===== src/rtl/sm83_regfile_pkg.sv =====
// Shared constants for the SM83 register file: register indices, flag bit
// positions and write-port mode encodings.
package sm83_regfile_pkg;

  localparam int REG_B   = 0;
  localparam int REG_C   = 1;
  localparam int REG_D   = 2;
  localparam int REG_E   = 3;
  localparam int REG_H   = 4;
  localparam int REG_L   = 5;
  localparam int REG_SPH = 6;
  localparam int REG_SPL = 7;
  localparam int REG_PCH = 8;
  localparam int REG_PCL = 9;
  localparam int REG_A   = 10;

  localparam int FLAG_Z = 7;
  localparam int FLAG_N = 6;
  localparam int FLAG_H = 5;
  localparam int FLAG_C = 4;

  typedef enum logic [1:0] {
    WR_NONE = 2'b00,
    WR_BYTE = 2'b01,
    WR_RSVD = 2'b10,
    WR_PAIR = 2'b11
  } wr_mode_e;

endpackage


===== src/rtl/sm83_regfile_if.sv =====
// Bus bundle between the register file (slave) and its user (master):
// write port, IDU request, flag write and the packed read ports.
interface sm83_regfile_if #(
  parameter int NUM_PAIRS = 6,
  parameter int NUM_RD    = 2
);
  localparam int IDX_W = $clog2(2 * NUM_PAIRS);

  logic [1:0]              wr_en;
  logic [IDX_W-1:0]        wr_reg;
  logic [15:0]             wr_data;
  logic                    idu_en;
  logic [IDX_W-2:0]        idu_pair;
  logic                    idu_dec;
  logic                    flag_we;
  logic [3:0]              flag_mask;
  logic [7:0]              flag_data;
  logic [NUM_RD*IDX_W-1:0] rd_reg;
  logic [NUM_RD*8-1:0]     rd_data;
  logic [NUM_RD*8-1:0]     rd_data_lo;
  logic [NUM_RD*16-1:0]    rd_pair;
  logic [7:0]              rd_flag;

  modport master (
    output wr_en, wr_reg, wr_data, idu_en, idu_pair, idu_dec,
           flag_we, flag_mask, flag_data, rd_reg,
    input  rd_data, rd_data_lo, rd_pair, rd_flag
  );

  modport slave (
    input  wr_en, wr_reg, wr_data, idu_en, idu_pair, idu_dec,
           flag_we, flag_mask, flag_data, rd_reg,
    output rd_data, rd_data_lo, rd_pair, rd_flag
  );

endinterface


===== src/rtl/sm83_idu.sv =====
// 16-bit combinational increment/decrement unit; wraps modulo 2^16.
module sm83_idu (
  input  logic [15:0] i_value,
  input  logic        i_dec,
  output logic [15:0] o_result
);

  assign o_result = i_dec ? (i_value - 16'd1) : (i_value + 16'd1);

endmodule


===== src/rtl/sm83_regfile_p.sv =====
// SM83 byte/pair register file with IDU and flags. Define
// SM83_REGFILE_BYPASS_EN to forward same-cycle updates to the read ports.
module sm83_regfile_p
  import sm83_regfile_pkg::*;
#(
  parameter int NUM_PAIRS = 6,
  parameter int NUM_RD    = 2
) (
  input  logic           clk,
  input  logic           rst_n,
  sm83_regfile_if.slave  rf
);

  localparam int IDX_W    = $clog2(2 * NUM_PAIRS);
  localparam int PAIR_W   = IDX_W - 1;
  localparam int NUM_REGS = 2 * NUM_PAIRS;

  logic [7:0]  r_regs    [NUM_REGS];
  logic [7:0]  w_next    [NUM_REGS];
  logic [7:0]  w_src     [NUM_REGS];
  logic [3:0]  r_flags;
  logic [3:0]  w_nextFlags;
  logic [3:0]  w_srcFlags;
  logic [15:0] w_iduIn;
  logic [15:0] w_iduOut;

  always_comb begin
    w_iduIn = '0;
    for (int p = 0; p < NUM_PAIRS; p++) begin
      if (rf.idu_pair == PAIR_W'(p)) w_iduIn = {r_regs[2*p], r_regs[2*p+1]};
    end
  end

  sm83_idu u_idu (
    .i_value  (w_iduIn),
    .i_dec    (rf.idu_dec),
    .o_result (w_iduOut)
  );

  // IDU result first, then the write port overrides whichever bytes it touches.
  always_comb begin
    for (int i = 0; i < NUM_REGS; i++) begin
      w_next[i] = r_regs[i];
      if (rf.idu_en && rf.idu_pair == PAIR_W'(i / 2))
        w_next[i] = (i % 2 == 1) ? w_iduOut[7:0] : w_iduOut[15:8];
      if (rf.wr_en == WR_BYTE && rf.wr_reg == IDX_W'(i))
        w_next[i] = rf.wr_data[7:0];
      if (rf.wr_en == WR_PAIR && rf.wr_reg[IDX_W-1:1] == PAIR_W'(i / 2))
        w_next[i] = (i % 2 == 1) ? rf.wr_data[7:0] : rf.wr_data[15:8];
    end
    for (int k = 0; k < 4; k++) begin
      w_nextFlags[k] = (rf.flag_we && rf.flag_mask[k]) ? rf.flag_data[FLAG_C+k]
                                                         : r_flags[k];
    end
  end

  always_ff @(posedge clk or negedge rst_n) begin
    if (!rst_n) begin
      for (int i = 0; i < NUM_REGS; i++) r_regs[i] <= '0;
      r_flags <= '0;
    end else begin
      for (int i = 0; i < NUM_REGS; i++) r_regs[i] <= w_next[i];
      r_flags <= w_nextFlags;
    end
  end

  always_comb begin
    for (int i = 0; i < NUM_REGS; i++) begin
`ifdef SM83_REGFILE_BYPASS_EN
      w_src[i] = rst_n ? w_next[i] : 8'h00;
`else
      w_src[i] = r_regs[i];
`endif
    end
`ifdef SM83_REGFILE_BYPASS_EN
    w_srcFlags = rst_n ? w_nextFlags : 4'h0;
`else
    w_srcFlags = r_flags;
`endif
  end

  // Indices with no matching register fall through to zero.
  for (genvar k = 0; k < NUM_RD; k++) begin : g_rd
    logic [IDX_W-1:0] w_idx;
    logic [IDX_W-1:0] w_idxLo;
    logic [7:0]       w_hi;
    logic [7:0]       w_lo;

    assign w_idx   = rf.rd_reg[k*IDX_W +: IDX_W];
    assign w_idxLo = w_idx | IDX_W'(1);

    always_comb begin
      w_hi = 8'h00;
      w_lo = 8'h00;
      for (int i = 0; i < NUM_REGS; i++) begin
        if (w_idx == IDX_W'(i))   w_hi = w_src[i];
        if (w_idxLo == IDX_W'(i)) w_lo = w_src[i];
      end
    end

    assign rf.rd_data[k*8 +: 8]    = w_hi;
    assign rf.rd_data_lo[k*8 +: 8] = w_lo;
    assign rf.rd_pair[k*16 +: 16]  = {w_hi, w_lo};
  end

  assign rf.rd_flag = {w_srcFlags, 4'b0000};

endmodule

===== src/flat_wrapper.sv =====
// flat-port wrapper written by rule: the top's interface ports become plain ports
module sm83_regfile_p_flat import sm83_regfile_pkg::*;
#(
  parameter int NUM_PAIRS = 6,
  parameter int NUM_RD    = 2
)
  (clk, rst_n, rf_wr_en, rf_wr_reg, rf_wr_data, rf_idu_en, rf_idu_pair, rf_idu_dec, rf_flag_we, rf_flag_mask, rf_flag_data, rf_rd_reg, rf_rd_data, rf_rd_data_lo, rf_rd_pair, rf_rd_flag);
  sm83_regfile_if #(.NUM_PAIRS(NUM_PAIRS), .NUM_RD(NUM_RD)) rf_i ();
  input  logic clk;
  input  logic rst_n;
  input wire logic [$bits(rf_i.wr_en)-1:0] rf_wr_en;
  input wire logic [$bits(rf_i.wr_reg)-1:0] rf_wr_reg;
  input wire logic [$bits(rf_i.wr_data)-1:0] rf_wr_data;
  input wire logic [$bits(rf_i.idu_en)-1:0] rf_idu_en;
  input wire logic [$bits(rf_i.idu_pair)-1:0] rf_idu_pair;
  input wire logic [$bits(rf_i.idu_dec)-1:0] rf_idu_dec;
  input wire logic [$bits(rf_i.flag_we)-1:0] rf_flag_we;
  input wire logic [$bits(rf_i.flag_mask)-1:0] rf_flag_mask;
  input wire logic [$bits(rf_i.flag_data)-1:0] rf_flag_data;
  input wire logic [$bits(rf_i.rd_reg)-1:0] rf_rd_reg;
  output wire logic [$bits(rf_i.rd_data)-1:0] rf_rd_data;
  output wire logic [$bits(rf_i.rd_data_lo)-1:0] rf_rd_data_lo;
  output wire logic [$bits(rf_i.rd_pair)-1:0] rf_rd_pair;
  output wire logic [$bits(rf_i.rd_flag)-1:0] rf_rd_flag;
  assign rf_i.wr_en = rf_wr_en;
  assign rf_i.wr_reg = rf_wr_reg;
  assign rf_i.wr_data = rf_wr_data;
  assign rf_i.idu_en = rf_idu_en;
  assign rf_i.idu_pair = rf_idu_pair;
  assign rf_i.idu_dec = rf_idu_dec;
  assign rf_i.flag_we = rf_flag_we;
  assign rf_i.flag_mask = rf_flag_mask;
  assign rf_i.flag_data = rf_flag_data;
  assign rf_i.rd_reg = rf_rd_reg;
  assign rf_rd_data = rf_i.rd_data;
  assign rf_rd_data_lo = rf_i.rd_data_lo;
  assign rf_rd_pair = rf_i.rd_pair;
  assign rf_rd_flag = rf_i.rd_flag;
  sm83_regfile_p #(.NUM_PAIRS(NUM_PAIRS), .NUM_RD(NUM_RD)) u_core (.clk(clk), .rst_n(rst_n), .rf(rf_i));
endmodule

===== config.mk =====
export PLATFORM = sky130hd
export DESIGN_NAME = sm83_regfile_p_flat
export DESIGN_NICKNAME = d
export VERILOG_FILES = /design/src/rtl/sm83_regfile_pkg.sv /design/src/rtl/sm83_regfile_if.sv /design/src/rtl/sm83_idu.sv /design/src/rtl/sm83_regfile_p.sv /design/src/flat_wrapper.sv
export SDC_FILE = /design/constraint.sdc
export NUM_CORES = 1
export LEC_CHECK = 0
export CORE_MARGIN = 4
export CORE_UTILIZATION = 55
export DETAILED_ROUTE_END_ITERATION = 8
export PLACE_DENSITY_LB_ADDON = 0.1
export SYNTH_ARGS = -nofsm -noshare
export SYNTH_HDL_FRONTEND = slang
export SYNTH_SLANG_ARGS = --single-unit

===== constraint.sdc =====
create_clock -name clk -period 6 [get_ports clk]
set_input_delay 0.9 -clock clk [delete_from_list [all_inputs] [get_ports clk]]
set_output_delay 0.9 -clock clk [all_outputs]
set_load 0.05 [all_outputs]

==> impl_metrics.env, run 1 <==
export IMPL_powerDensity_nw_per_um2=420
export IMPL_crit_path_max_fanout=9
export IMPL_drt_wl_total_mm=41.3
export IMPL_synth_compound_area_share=0.275
export IMPL_synth_edff_count=0
export IMPL_synth_distinct_cells=90
export IMPL_slew_limit_headroom=0.282
export IMPL_postRouteAntennaNets=0
export IMPL_synth_top_family_by_area="compound AO/OA/AOI/OAI gates"
export IMPL_min_period_over_period=0.832
export IMPL_timing_fmax_ghz=0.200
export IMPL_rsz0062_at_grt="no"
export IMPL_hold_class="flop to flop"
export IMPL_insertion_delay_ps=360
export IMPL_worstSetupPathType="input port to flop"
export IMPL_fin_util=0.622
export IMPL_synth_fa_ha_area_frac=0.0220
export IMPL_n_antenna_cell=0
export IMPL_routabilityCongestion=1.12
export IMPL_area_growth_pct=11.3
export IMPL_slew_viol_final=0
export IMPL_drt_pass1_iter_count=9
export IMPL_ioPinCount=122
export IMPL_tightest_slew_ps=1070
export IMPL_die_area_um2=20400
export IMPL_post_cts_buffers=0
export IMPL_wire_per_inst_um=27.1
export IMPL_clk_pin_slew_ps=70
export IMPL_skew_ps=16.1
export IMPL_drv_cap=0
export IMPL_viasPerCell=7.08
export IMPL_worstPathArrival_ps=5190
export IMPL_startpoint_type="input port"
export IMPL_cts_tree="built"
export IMPL_async_flop_share=1.00
export IMPL_yosysWarnings=0
export IMPL_grt_usage=0.400
export IMPL_grt_start_max_net_pins=57
export IMPL_fillCellCount=1630
export IMPL_cts_inserted_buffers=9
export IMPL_htreeDepth=3
export IMPL_worst_hold_slack_ps=509
export IMPL_core_um2=17900
export IMPL_clock_path_buffers=2
export IMPL_die_x_um=143
export IMPL_synthCells=1276
export IMPL_multi_input_area_um2=6660
export IMPL_root_buffer="clkbuf_16"
export IMPL_rows=49
export IMPL_outcome="finished clean"
export IMPL_crit_path_end_kind="flop"
export IMPL_start_util=0.559
export IMPL_grt_pass1_wl_mm=61.3
export IMPL_grt_pass1_vias=9762
export IMPL_die_h_um=143
export IMPL_via_count=10795
export IMPL_cts_num_sinks=100
export IMPL_p_total_w=0.00467
export IMPL_tns_ps=0
export IMPL_leakage_nw=4.40
export IMPL_synth_area_mux_share=0.152
export IMPL_ir_drop_mv=0.233
export IMPL_avgSynthCellArea_um2=7.84
export IMPL_synth_top_area_frac=0.250
export IMPL_period_needed_ps=4990
export IMPL_synthXorXnorAreaFrac=0.0106
export IMPL_antenna_found_initial=1
export IMPL_dp_hpwl_mm=31.2
export IMPL_syn_area_um2=10000
export IMPL_crit_required_ps=6200
export IMPL_synthFlopType="dfrtp_1"
export IMPL_yosysTopAreaCell="dfrtp_1"
export IMPL_fin_nets=1357
export IMPL_hold_violations=0
export IMPL_drc=0
export IMPL_seq_area_um2=2500
export IMPL_drive_gt1_frac=0.0919
export IMPL_grt_ovfl_total=0
export IMPL_drtIter0Drc=1745
export IMPL_ys_seq_area_frac=0.250
export IMPL_synth_area_leaders="dfrtp_1, mux2i_1, a21oi_1, o21ai_0, nor2_1"
export IMPL_hold_buffers=0
export IMPL_ctsResizeCount=0
export IMPL_ys_ff_latch=100
export IMPL_synth_simple_area_share=0.204
export IMPL_io_buffers=113
export IMPL_finalSetupViolCount=0
worst paths after layout:
check | start | end | slack, ps | cells after the start
min reg2reg | u_core.r_flags[0] | u_core.r_flags[0] | 510 | 1
max reg2reg | u_core.r_regs[34] | u_core.r_regs[76] | 2220 | 11
min | u_core.r_flags[0] | u_core.r_flags[0] | 510 | 1
max in group asynchronous | rst_n | u_core.r_regs[35] | 4260 | 2
min in group asynchronous | rst_n | u_core.r_regs[0] | 530 | 1
max | rf_idu_pair[1] | u_core.r_regs[76] | 1010 | 15
synthesized netlist by cell type (6+ instances only):
cell type / count
mux2i_1: 80
o221ai_1: 17
ha_1: 16
nand3_1: 31
nor2_1: 142
inv_1: 26
buf_1: 11
a22o_1: 6
o22ai_1: 42
a31oi_1: 13
and3_1: 12
dfrtp_1: 100
a21o_1: 9
nor3b_1: 10
nand4_1: 8
buf_2: 23
mux2_2: 24
a21oi_1: 112
nand2b_1: 15
and2_1: 9
a22oi_1: 18
nor3_1: 16
buf_6: 6
clkbuf_1: 54
o21ai_0: 109
a221oi_1: 9
nand2_1: 135
o21a_1: 7
mux4_2: 20
a211oi_1: 23
o31ai_1: 9
nor2b_1: 11
buf_4: 42
power by group:
part | total (W) | internal (W) | switching [W]
registers | 0.00149 | 0.000926 | 0.000563
clock network | 0.000607 | 0.000299 | 0.000308
logic | 0.00257 | 0.000964 | 0.00161
cells in the final DEF (no fill, tap or decap), types with 5 or more instances in the layout:
master,Yosys,routed
buf_4,42,24
nor2b_1,11,11
ha_1,16,16
a21o_1,9,9
nor2_1,142,142
xor2_1,5,5
nand2b_1,15,15
a211oi_1,23,23
dfrtp_1,100,100
o22ai_1,42,42
nand3_1,31,31
mux4_2,20,20
o31ai_1,9,9
and3_1,12,12
a221oi_1,9,9
o211ai_1,5,5
nor3_1,16,16
clkdlybuf4s50_1,0,109
o21a_1,7,7
a31oi_1,13,13
and2_1,9,9
or2_2,5,5
a22oi_1,18,18
mux2_2,24,24
clkbuf_16,0,9
a21oi_1,112,112
nor3b_1,10,10
or3_1,5,5
a22o_1,6,6
o21ai_0,109,109
nand4_1,8,8
inv_1,26,26
nand2_1,135,135
o221ai_1,17,17
mux2i_1,80,80
kinds of logic after synthesis:
logic type	Yosys count
AOI/OAI and AO/OA	429
xor gates and xnor gates	10
adders and majority gates	17
buffers and inverters	165
DFF	100
muxes	124
other	1
and+or+nand+nor	430
routing by layer:
layer  part of all wire  global-route usage
met5            0.00031                   0
met1               0.38               0.556
met3               0.14               0.116
met4              0.053               0.178
met2               0.42               0.579
worst max-delay path, cell delays in order:
cell	delay (ps)
clkdlybuf4s50_1	800
and2b_1	280
buf_4	190
a21oi_1	350
nor2_1	70
a221o_1	330
inv_1	90
fa_1	210
nor2b_1	90
o311ai_1	520
and3_1	280
nor2_1	90
a21oi_1	190
xor2_1	610
a211oi_1	160
layout make-up:
cell class,instances,area share
tap,229,0.0257
multi-input combinational,1014,0.598
clock buffer,10,0.0215
inverter,29,0.0100
sequential,100,0.225
timing repair buffer,136,0.116
clock inverter,6,0.00416
per-stage QoR:
stage               worst slack [ps]  cells  instance area [um2]
floorplan                       1200   1279                10000
global placement                 835   1508                10800
detailed placement               822   1508                10800
CTS                             1140   1524                11100
global route                     891   1524                11100
finish                          1010   1524                11100
flip-flops by register name, indices dropped and copies added, names as in the netlist:
signal,count
u_core.r_flags,4
u_core.r_regs,96
No activity file was read; power rests on OpenSTA's default activity.
==> run 2, diff against run 1 <==
==> constraint.sdc (replaced) <==
create_clock -name clk -period 5.08 [get_ports clk]
set_input_delay 0.762 -clock clk [delete_from_list [all_inputs] [get_ports clk]]
set_output_delay 0.762 -clock clk [all_outputs]
set_load 0.05 [all_outputs]
==> run 2 against run 1 <==
Net effect:
- sequential cell count unchanged
- setup slack worse by 680 ps
- routed wire length up 2.9%
- count of clock-buffer cells in the layout down 1
- die area unchanged
- first-iteration DRC count down 2.2%
- non-clock buffer count up 19
- critical path type unchanged
- critical endpoint is now u_core.r_regs[87]
- largest cell class unchanged
==> impl_metrics.env, run 2 (synthesis results as in run 1) <==
export IMPL_switchingPower_w=0.00302
export IMPL_dp_slack_ps=231
export IMPL_drtIter0Drc=1707
export IMPL_worstPathArrival_ps=5010
export IMPL_top_usage_layer="met2"
export IMPL_grt_pass1_wl_mm=61.9
export IMPL_routabilityCongestion=1.08
export IMPL_swShare=0.528
export IMPL_ioPinCount=122
export IMPL_use_met1=0.561
export IMPL_dp_hpwl_mm=31.4
export IMPL_final_common_cell="nor2_1"
export IMPL_outcome="finished clean"
export IMPL_grt_usage=0.408
export IMPL_hold_class="input port to asynchronous set/reset pin"
export IMPL_tightest_slew_ps=1060
export IMPL_use_met2=0.570
export IMPL_htreeDepth=3
export IMPL_grt_pass1_vias=9707
export IMPL_layout_common_cells="nor2_1, nand2_1, a21oi_1, o21ai_0, dfrtp_1"
export IMPL_rrSetupSlack_ps=1350
export IMPL_core_um2=17900
export IMPL_pwr_share_seq=0.315
export IMPL_finalSetupViolCount=0
export IMPL_crit_required_ps=5340
export IMPL_cts_inserted_buffers=9
export IMPL_clock_path_buffers=2
export IMPL_drc=0
export IMPL_crit_path_end_kind="flop"
export IMPL_drt_wl_total_mm=42.5
export IMPL_met3_usage=0.146
export IMPL_postRouteAntennaNets=0
export IMPL_leakage_nw=4.56
export IMPL_hold_violations=0
export IMPL_insertion_delay_ps=360
export IMPL_drv_cap=0
export IMPL_wire_per_inst_um=27.5
export IMPL_hold_buffers=0
export IMPL_grt_start_max_net_pins=56
export IMPL_period_needed_ps=4750
export IMPL_rows=49
export IMPL_ctsResizeCount=0
export IMPL_via_count=10933
export IMPL_crit_path_max_fanout=8
export IMPL_worstSetupPathType="input port to flop"
export IMPL_antenna_found_initial=1
export IMPL_skew_ps=11.3
export IMPL_root_buffer="clkbuf_16"
export IMPL_io_buffers=113
export IMPL_timing_fmax_ghz=0.210
export IMPL_die_x_um=143
export IMPL_reg_largest_list="u_core.r_regs x96, u_core.r_flags x4"
export IMPL_p_int_w=0.00269
export IMPL_tns_ps=0
export IMPL_startpoint_type="input port"
export IMPL_cts_tree="built"
export IMPL_post_cts_buffers=0
export IMPL_die_area_um2=20400
export IMPL_largest_register_ffs=96
export IMPL_fin_nets=1376
export IMPL_grt_ovfl_total=0
export IMPL_viasPerCell=7.08
export IMPL_cts_num_sinks=100
export IMPL_clk_pin_slew_ps=80
export IMPL_start_util=0.559
export IMPL_die_h_um=143
export IMPL_drive_gt1_frac=0.126
export IMPL_clockPowerShare=0.128
export IMPL_combPwrFrac=0.557
export IMPL_ir_drop_mv=0.332
export IMPL_rsz0062_at_grt="no"
export IMPL_min_period_over_period=0.936
export IMPL_area_growth_pct=13.2
export IMPL_regMostFlops="u_core.r_regs"
export IMPL_setup_slack_ps=326
export IMPL_powerDensity_nw_per_um2=504
export IMPL_drt_pass1_iter_count=8
export IMPL_p_total_w=0.00571
export IMPL_slew_limit_headroom=0.291
export IMPL_slew_viol_final=0
run 2: cell types whose count changed in the layout (fill, tap and decap cells not counted), sizes merged:
cell           change
buf               +47
bufinv             +1
clkbuf             -1
clkdlybuf4s50     -28
clkinv             +1
clkinvlp           +1
diode              +1
inv                -2
run 2: routing by layer:
layer,wire length [um],share of wire
met1,16200,0.38
met2,17100,0.40
met3,6700,0.16
met4,2540,0.060
met5,0,0
run 2: area by class of cell:
cell class	instances	area, um2
Antenna cell	1	2.50
Clock buffer	9	225
Clock inverter	7	76.3
Fill cell	1588	6580
Inverter	29	111
Multi-Input combinational cell	1014	6660
Sequential cell	100	2500
Tap cell	229	287
Timing Repair Buffer	155	1460
run 2: per-stage QoR:
step	hold slack [ps]	area [um2]	utilization	instances
finish	465	11300	0.632	1544
global route	520	11300	0.632	1543
CTS	495	11300	0.632	1543
detailed placement	495	11000	0.615	1527
global placement	488	11000	0.615	1527
floorplan	466	10000	-	1279
run 2: worst max-delay path: stages:
cell             delay (ps)
clkdlybuf4s50_1         780
nor2b_1                 630
a22oi_1                 140
o221ai_1                360
ha_1                    380
o21a_1                  170
o21a_1                  170
o21ai_0                 200
a22oi_2                 150
xor2_1                  790
mux2i_1                 210
o21ai_0                 250
run 2: final timing paths:
kind | startpoint | to | cells after the start
max | rf_idu_pair[1] | u_core.r_regs[87] | 12
min | rst_n | u_core.r_regs[18] | 1
max reg2reg | u_core.r_regs[49] | u_core.r_regs[87] | 13
min reg2reg | u_core.r_flags[2] | u_core.r_flags[2] | 1
max in group asynchronous | rst_n | u_core.r_regs[47] | 2
min in group clk | u_core.r_flags[2] | u_core.r_flags[2] | 1
run 2: power by group through the flow:
| stage | sequential (W) | combinational [W] | clock (W) |
|---|---|---|---|
| 6_report | 0.00180 | 0.00318 | 0.000733 |
| 5_1_grt | 0.00176 | 0.00336 | 0.000765 |
| 4_1_cts | 0.00171 | 0.00310 | 0.000733 |
| 3_5_place_dp | 0.00173 | 0.00308 | 0 |
| 3_3_place_gp | 0.00173 | 0.00304 | 0 |
| 2_1_floorplan | 0.00138 | 0.00221 | 0 |
==> variant 1: new RTL, flow settings as in run 2 <==
Make the reset (`rst_n`) synchronous in one clocked block.
--- a/src/rtl/sm83_regfile_p.sv
+++ b/src/rtl/sm83_regfile_p.sv
@@ -54,7 +54,7 @@
     end
   end
 
-  always_ff @(posedge clk or negedge rst_n) begin
+  always_ff @(posedge clk) begin
     if (!rst_n) begin
       for (int i = 0; i < NUM_REGS; i++) r_regs[i] <= '0;
       r_flags <= '0;
Check against the original RTL: not equivalent (Yosys sat finds a counterexample within 4 cycles, from zero or initial values and one cycle with rst_n low; the reset may be asserted at any time).
==> variant 1 against run 2 <==
Sequential cell count did not move. Setup slack improved by 0.30 ns. Non-clock buffer count down 5. Routed wire length down 12%. Global-route usage down 1.1 points. Synthesized area is 9.3% lower. Design area down 6.0%. Critical endpoint is now u_core.r_regs[0][34]$_SDFFE_PN0P_.
Power is not compared: it rests on default switching activity, and its combinational part moved more than twofold at a synthesized area within 25%.
==> variant 1: results (changes against run 2) <==
placement:
  dp_hpwl_um: 28200  # -10%
  dpl-instance-area_mm2: 0.0104  # -6.0%
  gp_congestion: 1.11  # +3.5%
critical_path:
  worst_ep_arrival_time_ns: 4.75  # -0.26 ns
  reg2reg_slack_ns: 1.39  # +0.04 ns
  crit_family: "simple AND/OR/NAND/NOR gates"
  slowest_delay_ns: 0.74  # -0.05 ns
  path_max_fanout: 13  # +5
  crit_slowest_cell: "xnor2_1"
  timing.rr.start: "u_core.r_regs[0][8]$_SDFFE_PN0P_"
global_routing:
  grt_max_degree: 70  # +25%
  antenna_found_initial: 0  # -1
  grt_pass1_vias: 9405  # -3.1%
  track_usage: 0.396  # -0.0113
detailed_routing:
  drtIter0Drc: 1594  # -6.6%
  first_pass_iters: 6  # -2
  avgRoutedWirePerCell_um: 25.4  # -7.8%
  avgViaCountPerCell: 7.05  # -0.42%
layout:
  area_growth_pct: 17.4
  clock_area_frac: 0.0268  # +0.000172
  buffer_area_frac: 0.159  # +0.0299
  drive_gt1_frac: 0.116  # -0.0102
  nNetsFinal: 1318  # -4.2%
  seq_cells: 100  # unchanged
  regArea_mm2: 0.00200  # -20%
  comb.multi_input.count: 974  # -3.9%
  multi_input_area_share: 0.595  # +0.00686
  diodes: 0  # -1
yosys:
  synth_fa_ha_area_frac: 0.0229  # +0.000889
  synth_xor_area_frac: 0.0157  # +0.00510
  synthTopCellsByArea: "dfxtp_1 22%, mux2i_1 7.9%, nand2_1 7.4%, a21oi_1 5.4%, o21ai_0 5.1%"
  avgSynthCellArea_um2: 7.39  # -5.7%
  synth_seq_area_share: 0.221  # -0.0294
  ys.flop_type: "dfxtp_1"
  ys_async_sr_fraction: 0  # -1.00
  synthTopCellsByCount: "178 x nand2_1, 100 x dfxtp_1, 97 x a21oi_1"
sta:
  fin_skew_ns: 0.00984  # -0.00151 ns
status:
  status: "finished, final reports clean"
min_path:
  hp-class: "reg2reg"
-- variant 1: worst max-delay path by stage --
stage                               from                           endpoint  slack (ns)
after floorplan             rf_rd_reg[5]                     rf_rd_pair[26]        0.80
after global placement    rf_idu_pair[1]  u_core.r_regs[0][22]$_SDFFE_PN0P_        0.56
after detailed placement  rf_idu_pair[1]  u_core.r_regs[0][22]$_SDFFE_PN0P_        0.46
after CTS                   rf_rd_reg[2]                      rf_rd_data[6]        0.79
after global routing      rf_idu_pair[1]  u_core.r_regs[0][34]$_SDFFE_PN0P_        0.43
final                     rf_idu_pair[1]  u_core.r_regs[0][34]$_SDFFE_PN0P_        0.63
-- variant 1: layer usage --
layer | up-vias | global-route usage | wire [um]
li1 | 4581 | - | -
met1 | 4757 | 0.512 | 13700
met5 | - | 0 | 0
met2 | 884 | 0.602 | 15900
met3 | 164 | 0.101 | 5500
met4 | 0 | 0.223 | 2350
==> variant 2: new RTL, settings of run 2 <==
Made on the original files. `NUM_RD` is set to 2 in 3 places; all go to 1.
--- a/src/rtl/sm83_regfile_if.sv
+++ b/src/rtl/sm83_regfile_if.sv
@@ -2,7 +2,7 @@
 // write port, IDU request, flag write and the packed read ports.
 interface sm83_regfile_if #(
   parameter int NUM_PAIRS = 6,
-  parameter int NUM_RD    = 2
+  parameter int NUM_RD    = 1
 );
   localparam int IDX_W = $clog2(2 * NUM_PAIRS);
 
--- a/src/rtl/sm83_regfile_p.sv
+++ b/src/rtl/sm83_regfile_p.sv
@@ -4,7 +4,7 @@
   import sm83_regfile_pkg::*;
 #(
   parameter int NUM_PAIRS = 6,
-  parameter int NUM_RD    = 2
+  parameter int NUM_RD    = 1
 ) (
   input  logic           clk,
   input  logic           rst_n,
--- a/src/flat_wrapper.sv
+++ b/src/flat_wrapper.sv
@@ -2,7 +2,7 @@
 module sm83_regfile_p_flat import sm83_regfile_pkg::*;
 #(
   parameter int NUM_PAIRS = 6,
-  parameter int NUM_RD    = 2
+  parameter int NUM_RD    = 1
 )
   (clk, rst_n, rf_wr_en, rf_wr_reg, rf_wr_data, rf_idu_en, rf_idu_pair, rf_idu_dec, rf_flag_we, rf_flag_mask, rf_flag_data, rf_rd_reg, rf_rd_data, rf_rd_data_lo, rf_rd_pair, rf_rd_flag);
   sm83_regfile_if #(.NUM_PAIRS(NUM_PAIRS), .NUM_RD(NUM_RD)) rf_i ();
Interface: changed (resized rf_rd_data, rf_rd_data_lo, rf_rd_pair and rf_rd_reg); port bits go from 122 to 86. No check against the original RTL was run, so the function may have changed too.
==> variant 2 against run 2 <==
Routed wire length decreased by 32%. Total power decreased by 21%. Critical path depth increased by 3. Global-route usage decreased by 6.3 points. Sequential cell count unchanged. Design area decreased by 17%. Setup slack improved by 0.35 ns. Synthesized area decreased by 20%. Critical path type unchanged. Largest cell class unchanged. Highest routed layer unchanged.
==> variant 2: results (changes against run 2) <==
status:
  status: "finished, final reports clean"
critical_path:
  crit_slowest_cell: "clkdlybuf4s50_1"
  slowest_delay_ns: 0.74  # -0.05 ns
  timing.rr.start: "u_core.r_regs[80]$_DFFE_PN0P_"
  worst_ep_arrival_time_ns: 4.62  # -0.39 ns
  crit_end: "u_core.r_regs[40]$_DFFE_PN0P_"
  path_max_fanout: 10  # +2
  reg2reg_slack_ns: 1.60  # +0.25 ns
power_and_ir_drop:
  pg_comb_mw: 2.19  # -31%
  leakagePower_nw: 3.94  # -14%
  power_mw: 4.52  # -21%
  p_int_mw: 2.59  # -3.8%
  peakVddDrop_v: 0.000235  # -29%
placement:
  gp_congestion: 1.00  # -6.6%
  dpl-instance-area_mm2: 0.00904  # -18%
  placed_cells: 1218  # -20%
  port_buffers: 77  # -32%
  place_ws_ns: 0.508  # +0.276 ns
layout:
  clkbuf_count: 11  # +2
  buffer_area_frac: 0.127  # -0.00204
  sh_seq_area: 0.266  # +0.0448
  multi_input_area_share: 0.538  # -0.0499
  fill_cells: 1210  # -24%
  fin_area_mm2: 0.00941  # -17%
  drive_gt1_frac: 0.113  # -0.0133
global_routing:
  grt_use_met2: 0.507  # -0.0624
  grt_pass1_wl_um: 43900  # -29%
  grt_util_met1: 0.489  # -0.0720
  grtUsageMet3: 0.0926  # -0.0538
  track_usage: 0.345  # -0.0628
sta:
  slew_headroom: 0.180  # -0.111
yosys:
  synth_fa_ha_area_frac: 0.0259  # +0.00386
  synthTopCellsByCount: "141 x nand2_1, 103 x o21ai_0, 100 x dfrtp_1"
  synth_xor_area_frac: 0.0120  # +0.00137
  synth_seq_area_share: 0.312  # +0.0616
  synthTopCellsByArea: "dfrtp_1 31%, mux2i_1 7.0%, nand2_1 6.6%, o21ai_0 6.4%, a21oi_1 6.1%"
detailed_routing:
  wl_met3_um: 3730  # -44%
  avgRoutedWirePerCell_um: 23.4  # -15%
  drtIter0Drc: 1416  # -17%
  wl_met2_um: 12300  # -28%
  met1_length_um: 11600  # -28%
==> variant 2: changes by cell type after synthesis, moves of 12 or more <==
| cell | run 2 | this run |
|---|---|---|
| buf_2 | 23 | 5 |
| a22oi_1 | 18 | 3 |
| buf_4 | 42 | 21 |
| o22ai_1 | 42 | 16 |
| a211oi_1 | 23 | 4 |
| nand3_1 | 31 | 51 |
| inv_1 | 26 | 14 |
| mux2i_1 | 80 | 56 |
| nor2_1 | 142 | 95 |
| a21oi_1 | 112 | 98 |
==> variant 2: worst register-to-register path: stages (launching register included) <==
cell and delay [ns]:
dfrtp_1 0.43, mux2i_1 0.15, or3_1 0.45, nand3_1 0.14, inv_1 0.07, fa_1 0.43, nor2b_1 0.21, o31a_1 0.23
o21ai_0 0.14, xor2_1 0.54, buf_4 0.25, nand2_1 0.06, o211ai_1 0.11, o211ai_1 0.12
